## config.mk

```make
export PLATFORM = sky130hd
export DESIGN_NAME = cnt_seg_scan
export DESIGN_NICKNAME = d
export VERILOG_FILES = /design/src/rtl/cnt_seg_pkg.sv /design/src/rtl/bin2bcd_seq.sv /design/src/rtl/cnt_seg_scan.sv
export SDC_FILE = /design/constraint.sdc
export NUM_CORES = 1
export LEC_CHECK = 0
export ABC_AREA = 1
export CAP_MARGIN = 20
export CORE_MARGIN = 4
export CORE_UTILIZATION = 50
export DETAILED_ROUTE_END_ITERATION = 10
export PLACE_DENSITY = 0.7
export SETUP_SLACK_MARGIN = 0.05
export SLEW_MARGIN = 20
export SYNTH_ARGS = -nofsm -noshare
export SYNTH_HDL_FRONTEND = slang
export SYNTH_SLANG_ARGS = --single-unit
export TNS_END_PERCENT = 10
```

## constraint.sdc

```tcl
create_clock -name sys_clk -period 2.2 [get_ports sys_clk]
set_clock_uncertainty 0.1 [all_clocks]
set_input_delay 0.33 -clock sys_clk [delete_from_list [all_inputs] [get_ports sys_clk]]
set_output_delay 0.33 -clock sys_clk [all_outputs]
set_load 0.02 [all_outputs]
```

## src/rtl/cnt_seg_pkg.sv

```systemverilog
// Shared definitions for the counter display stage: segment codes,
// converter state encoding and digit-count helper.
package cnt_seg_pkg;

  localparam logic [6:0] SEG7_0     = 7'h3F;
  localparam logic [6:0] SEG7_1     = 7'h06;
  localparam logic [6:0] SEG7_2     = 7'h5B;
  localparam logic [6:0] SEG7_3     = 7'h4F;
  localparam logic [6:0] SEG7_4     = 7'h66;
  localparam logic [6:0] SEG7_5     = 7'h6D;
  localparam logic [6:0] SEG7_6     = 7'h7D;
  localparam logic [6:0] SEG7_7     = 7'h07;
  localparam logic [6:0] SEG7_8     = 7'h7F;
  localparam logic [6:0] SEG7_9     = 7'h6F;
  localparam logic [6:0] SEG7_BLANK = 7'h00;

  typedef enum logic {
    ST_IDLE,
    ST_SHIFT
  } conv_state_e;

  // Active-high code for one BCD digit
  function automatic logic [6:0] seg7_code(input logic [3:0] d);
    logic [6:0] c;
    case (d)
      4'd0:    c = SEG7_0;
      4'd1:    c = SEG7_1;
      4'd2:    c = SEG7_2;
      4'd3:    c = SEG7_3;
      4'd4:    c = SEG7_4;
      4'd5:    c = SEG7_5;
      4'd6:    c = SEG7_6;
      4'd7:    c = SEG7_7;
      4'd8:    c = SEG7_8;
      4'd9:    c = SEG7_9;
      default: c = SEG7_BLANK;
    endcase
    return c;
  endfunction

  function automatic int digits_needed(input int cnt_w);
    longint unsigned m;
    int d;
    m = (64'd1 << cnt_w) - 64'd1;
    d = 1;
    while (m >= 64'd10) begin
      m = m / 64'd10;
      d++;
    end
    return d;
  endfunction

endpackage

```

## src/rtl/bin2bcd_seq.sv

```systemverilog
// Sequential double-dabble converter: one shift per cycle, W cycles.
// done pulses on the last shift; bcd is valid while done is high.
module bin2bcd_seq
  import cnt_seg_pkg::*;
#(
  parameter int W      = 4,
  parameter int DIGITS = 2
) (
  input  logic                  clk,
  input  logic                  rst,
  input  logic                  start,
  input  logic [W-1:0]          bin,
  output logic                  busy,
  output logic                  done,
  output logic [4*DIGITS-1:0]   bcd
);

  localparam int SW = 4*DIGITS + W;
  localparam int CW = $clog2(W + 1);

  conv_state_e   state_q, state_d;
  logic [SW-1:0] work_q, work_d, adj;
  logic [CW-1:0] step_q, step_d;

  always_comb begin
    state_d = state_q;
    work_d  = work_q;
    step_d  = step_q;
    done    = 1'b0;
    adj     = work_q;
    for (int i = 0; i < DIGITS; i++) begin
      if (work_q[W+4*i +: 4] >= 4'd5)
        adj[W+4*i +: 4] = work_q[W+4*i +: 4] + 4'd3;
    end
    unique case (state_q)
      ST_IDLE: begin
        if (start) begin
          work_d  = {{(4*DIGITS){1'b0}}, bin};
          step_d  = '0;
          state_d = ST_SHIFT;
        end
      end
      ST_SHIFT: begin
        work_d = adj << 1;
        step_d = step_q + CW'(1);
        if (step_q == CW'(W - 1)) begin
          done    = 1'b1;
          state_d = ST_IDLE;
        end
      end
      default: state_d = ST_IDLE;
    endcase
  end

  assign busy = (state_q == ST_SHIFT);
  assign bcd  = work_d[SW-1:W];

  always_ff @(posedge clk) begin
    if (rst) begin
      state_q <= ST_IDLE;
      work_q  <= '0;
      step_q  <= '0;
    end else begin
      state_q <= state_d;
      work_q  <= work_d;
      step_q  <= step_d;
    end
  end

endmodule

```

## src/rtl/cnt_seg_scan.sv

```systemverilog
// Counter display stage: capture, BCD convert, scan onto 7-seg bus.
// Define LZ_BLANK_EN to darken leading-zero digits above digit 0.
module cnt_seg_scan
  import cnt_seg_pkg::*;
#(
  parameter int CNT_W       = 4,
  parameter int DIGITS      = 2,
  parameter int SCAN_DIV    = 50000,
  parameter int SEG_ACT_LOW = 1
) (
  input  logic              sys_clk,
  input  logic              sys_rst,
  input  logic [CNT_W-1:0]  cnt,
  input  logic              load,
  output logic              conv_busy,
  output logic [6:0]        seg,
  output logic [DIGITS-1:0] dig_sel
);

  localparam int PW = (SCAN_DIV > 1) ? $clog2(SCAN_DIV) : 1;
  localparam int IW = (DIGITS > 1) ? $clog2(DIGITS) : 1;
  localparam logic [6:0] SEG_DARK =
    (SEG_ACT_LOW != 0) ? 7'h7F : 7'h00;

  if (digits_needed(CNT_W) > DIGITS) begin : g_digits_chk
    $error("cnt_seg_scan: DIGITS too small for CNT_W");
  end
  if (SCAN_DIV < 1) begin : g_div_chk
    $error("cnt_seg_scan: SCAN_DIV must be >= 1");
  end

  logic                busy, done, start;
  logic [CNT_W-1:0]    bin;
  logic [4*DIGITS-1:0] bcd;

  logic                pend_q, pend_d;
  logic [CNT_W-1:0]    pval_q, pval_d;
  logic [4*DIGITS-1:0] disp_q, disp_d;
  logic [PW-1:0]       presc_q, presc_d;
  logic [IW-1:0]       idx_q, idx_d;
  logic [6:0]          seg_q, seg_d;
  logic [DIGITS-1:0]   dig_q, dig_d;
  logic [6:0]          code;
`ifdef LZ_BLANK_EN
  logic                lead;
`endif

  bin2bcd_seq #(
    .W      (CNT_W),
    .DIGITS (DIGITS)
  ) u_conv (
    .clk   (sys_clk),
    .rst   (sys_rst),
    .start (start),
    .bin   (bin),
    .busy  (busy),
    .done  (done),
    .bcd   (bcd)
  );

  always_comb begin
    start  = !busy && (load || pend_q);
    bin    = load ? cnt : pval_q;
    pend_d = pend_q;
    pval_d = pval_q;
    if (start)
      pend_d = 1'b0;
    // Loads during any shift cycle, including the last, wait here
    if (load && busy) begin
      pend_d = 1'b1;
      pval_d = cnt;
    end
    disp_d = done ? bcd : disp_q;
  end

  always_comb begin
    presc_d = presc_q + PW'(1);
    idx_d   = idx_q;
    if (presc_q == PW'(SCAN_DIV - 1)) begin
      presc_d = '0;
      idx_d   = (idx_q == IW'(DIGITS - 1)) ? '0 : idx_q + IW'(1);
    end
  end

  always_comb begin
    code = seg7_code(disp_q[{idx_q, 2'b00} +: 4]);
`ifdef LZ_BLANK_EN
    lead = 1'b1;
    for (int i = 0; i < DIGITS; i++) begin
      if (i >= int'(idx_q) && disp_q[4*i +: 4] != 4'd0)
        lead = 1'b0;
    end
    if (idx_q != '0 && lead)
      code = SEG7_BLANK;
`endif
    seg_d = (SEG_ACT_LOW != 0) ? ~code : code;
    dig_d = DIGITS'(1) << idx_q;
  end

  always_ff @(posedge sys_clk) begin
    if (sys_rst) begin
      pend_q  <= 1'b0;
      pval_q  <= '0;
      disp_q  <= '0;
      presc_q <= '0;
      idx_q   <= '0;
      seg_q   <= SEG_DARK;
      dig_q   <= '0;
    end else begin
      pend_q  <= pend_d;
      pval_q  <= pval_d;
      disp_q  <= disp_d;
      presc_q <= presc_d;
      idx_q   <= idx_d;
      seg_q   <= seg_d;
      dig_q   <= dig_d;
    end
  end

  assign conv_busy = busy;
  assign seg       = seg_q;
  assign dig_sel   = dig_q;

endmodule

```

==> results.json <==
{
  "seqPwrFrac": 0.557,
  "placedCellCount": 449,
  "reg2regPathDepth": 6,
  "start_util": 0.518,
  "drive_gt1_frac": 0.0904,
  "die_w_um": 80.7,
  "gp_congestion": 0.814,
  "final_cells": 457,
  "hold_viol": 0,
  "synth_common_cells": "nand2_1 (89), dfxtp_1 (55), inv_1 (47)",
  "finalPower_uw": 1860,
  "syn-num-nets": 384,
  "synth_warnings": 0,
  "routed_wl_um": 4860,
  "wl_per_cell_um": 10.6,
  "cts_resized": 0,
  "crit_required_ns": 1.77,
  "slew_viol_final": 0,
  "grt_pass1_wl_um": 8690,
  "pwr-share-clk": 0.372,
  "hpwlAfterDp_um": 3560,
  "clk_latency_ns": 0.31,
  "synth_most_common_cell": "nand2_1",
  "r2r_start": "idx_q",
  "worstMarginPinSlew_ns": 0.547,
  "slew_headroom": 0.631,
  "irDropWorstVdd_uv": 297,
  "postCtsHoldBufs": 0,
  "switching_share": 0.224,
  "path_clk_slew_ns": 0.09,
  "ys_async_sr_fraction": 0,
  "finalNetCount": 405,
  "holdPathStages": 2,
  "synth_top_cell_by_area": "dfxtp_1",
  "grt-ovfl-total": 0,
  "cts_max_path_buffers": 2,
  "synth_top_area_share": 0.416,
  "clkSinkCount": 55,
  "avgViaCountPerCell": 4.88,
  "drc": 0,
  "fin_crit_ns": 1.89,
  "cts_setup_buffers": 0,
  "cts_tree": "done",
  "antenna-diode-count": 0,
  "syn_inst": 365,
  "drt_iter0_markers": 98,
  "area_growth_pct": 13.6,
  "r2r_slack_ns": 0.32,
  "min_to": "pval_q[3]",
  "arrival_ns": 1.46,
  "synth_seq_cells": 55,
  "p_leak_uw": 0.00124,
  "critical_path_class": "reg2out",
  "core_um2": 5110,
  "hold_class": "reg2reg",
  "drtAntennaViolNets": 0,
  "power.density_nw_per_um2": 620,
  "max_freq_mhz": 530,
  "synth-main-ff-cell": "dfxtp_1",
  "path_cells": "clkdlybuf4s50_1",
  "root_buffer": "clkbuf_8",
  "cp_num_buf_inv": 1,
  "regArea_um2": 1100,
  "drt_pass1_iterations": 4,
  "antenna_found_initial": 0,
  "internal_power_uw": 1440,
  "rsz0062_at_grt": "no",
  "htreeDepth": 2,
  "final-setup-viol-count": 0,
  "numCtsBuffers": 5,
  "vias": 2232,
  "slowest_delay_ns": 0.66,
  "synth_area_leaders": "dfxtp_1 (42%), nand2_1 (13%), inv_1 (6.7%)",
  "grt_max_degree": 23,
  "start_kind": "flip-flop",
  "io-pin-count": 17,
  "p_sw_uw": 417,
  "grt_usage": 0.170,
  "cap_violations": 0,
  "crit_family": "buffers and inverters",
  "reg2reg_to": "seg[0]",
  "comb_power_share": 0.071,
  "synth-edff-count": 0,
  "post-route-util": 0.588,
  "end_kind": "output pin",
  "worstPathMaxFanout": 8,
  "syn-cell-area_um2": 2640,
  "period_share": 0.857,
  "fp.dieArea_um2": 6510,
  "status": "complete, no violations",
  "rows": 26,
  "tns_ns": 0,
  "die_y_um": 80.7,
  "syn_area_per_cell_um2": 7.24,
  "fill_cells": 504,
  "ys_types": 36,
  "hold_start": "pval_q[3]",
  "multiInputGateArea_um2": 1290,
  "ys_seq_area_frac": 0.416,
  "io_buffers": 16,
  "grt_pass1_vias": 1992,
  "cp_slowest_cell": "clkdlybuf4s50_1"
}
==> stage by stage <==
step,hold slack (ns),worst slack (ns),area (um^2)
finish,0.354,0.314,3000
global route,0.383,0.156,3000
CTS,0.357,0.286,3000
detailed placement,0.344,0.304,2890
global placement,0.340,0.401,2890
floorplan,0.324,0.432,2640
==> worst min-delay path, cell delays in order (launching register included) <==
cell and delay [ns]:
dfxtp_1 0.31, inv_1 0.06, a21oi_1 0.05
==> cell families after synthesis <==
group                    Yosys count  share of synthesized area
AO/OA/AOI/OAI                     52                      0.119
XOR/XNOR                           4                     0.0133
adder cells (fa/ha/maj)           12                     0.0568
buffers and inverters             62                     0.0951
flip-flops                        55                      0.416
AND/OR/NAND/NOR                  180                      0.299
==> per-layer routing <==
layer	GRT usage	wire (um)	up-vias
met3	0.0370	186	5
met1	0.222	2350	996
li1	-	-	1201
met5	0	0	-
met2	0.280	2250	30
met4	0.0557	67	0
==> area by class of cell <==
| type | instances | area share |
|---|---|---|
| Clock buffer | 6 | 0.0275 |
| Sequential cell | 55 | 0.367 |
| Tap cell | 70 | 0.0292 |
| Multi-Input combinational cell | 248 | 0.430 |
| Timing Repair Buffer | 21 | 0.0658 |
| Inverter | 55 | 0.0696 |
| Clock inverter | 2 | 0.0117 |
==> cells in the final DEF, fill, tap and decap left out, types with 2 or more instances in the layout <==
cell type	instances
nand2_1	89
dfxtp_1	55
inv_1	47
nor2_1	35
nand3_1	28
a21oi_1	25
clkdlybuf4s50_1	16
o21ai_0	14
ha_1	12
nand4_1	10
inv_2	7
clkbuf_8	6
buf_4	5
nor2_2	4
nor3_1	3
xor2_1	3
or2_2	3
o211ai_1	2
o32ai_1	2
o221ai_1	2
and2_1	2
==> registers in the layout, indices dropped and copies added, names as in the netlist <==
signal,cells
u_conv.step_q,3
pend_q,1
disp_q,8
u_conv.busy,1
u_conv.work_q,12
presc_q,16
idx_q,1
dig_sel,2
seg,7
pval_q,4
==> worst max path at each step <==
stage | startpoint | endpoint | slack, ns | depth (start not counted)
4_1_cts | u_conv.busy | conv_busy | 0.29 | 1
5_1_grt | idx_q | seg[0] | 0.16 | 6
3_3_place_gp | load | disp_q[4] | 0.40 | 8
6_report | u_conv.busy | conv_busy | 0.31 | 1
2_1_floorplan | idx_q | seg[0] | 0.43 | 7
3_5_place_dp | idx_q | seg[0] | 0.30 | 6
==> power by group through the flow <==
stage	clock, uW	combinational, uW	sequential [uW]
detailed placement	0	134	1060
floorplan	0	73.1	1070
global placement	0	134	1060
CTS	719	135	1040
global route	764	152	1040
finish	692	133	1040
No activity file was read; power rests on OpenSTA's default activity.
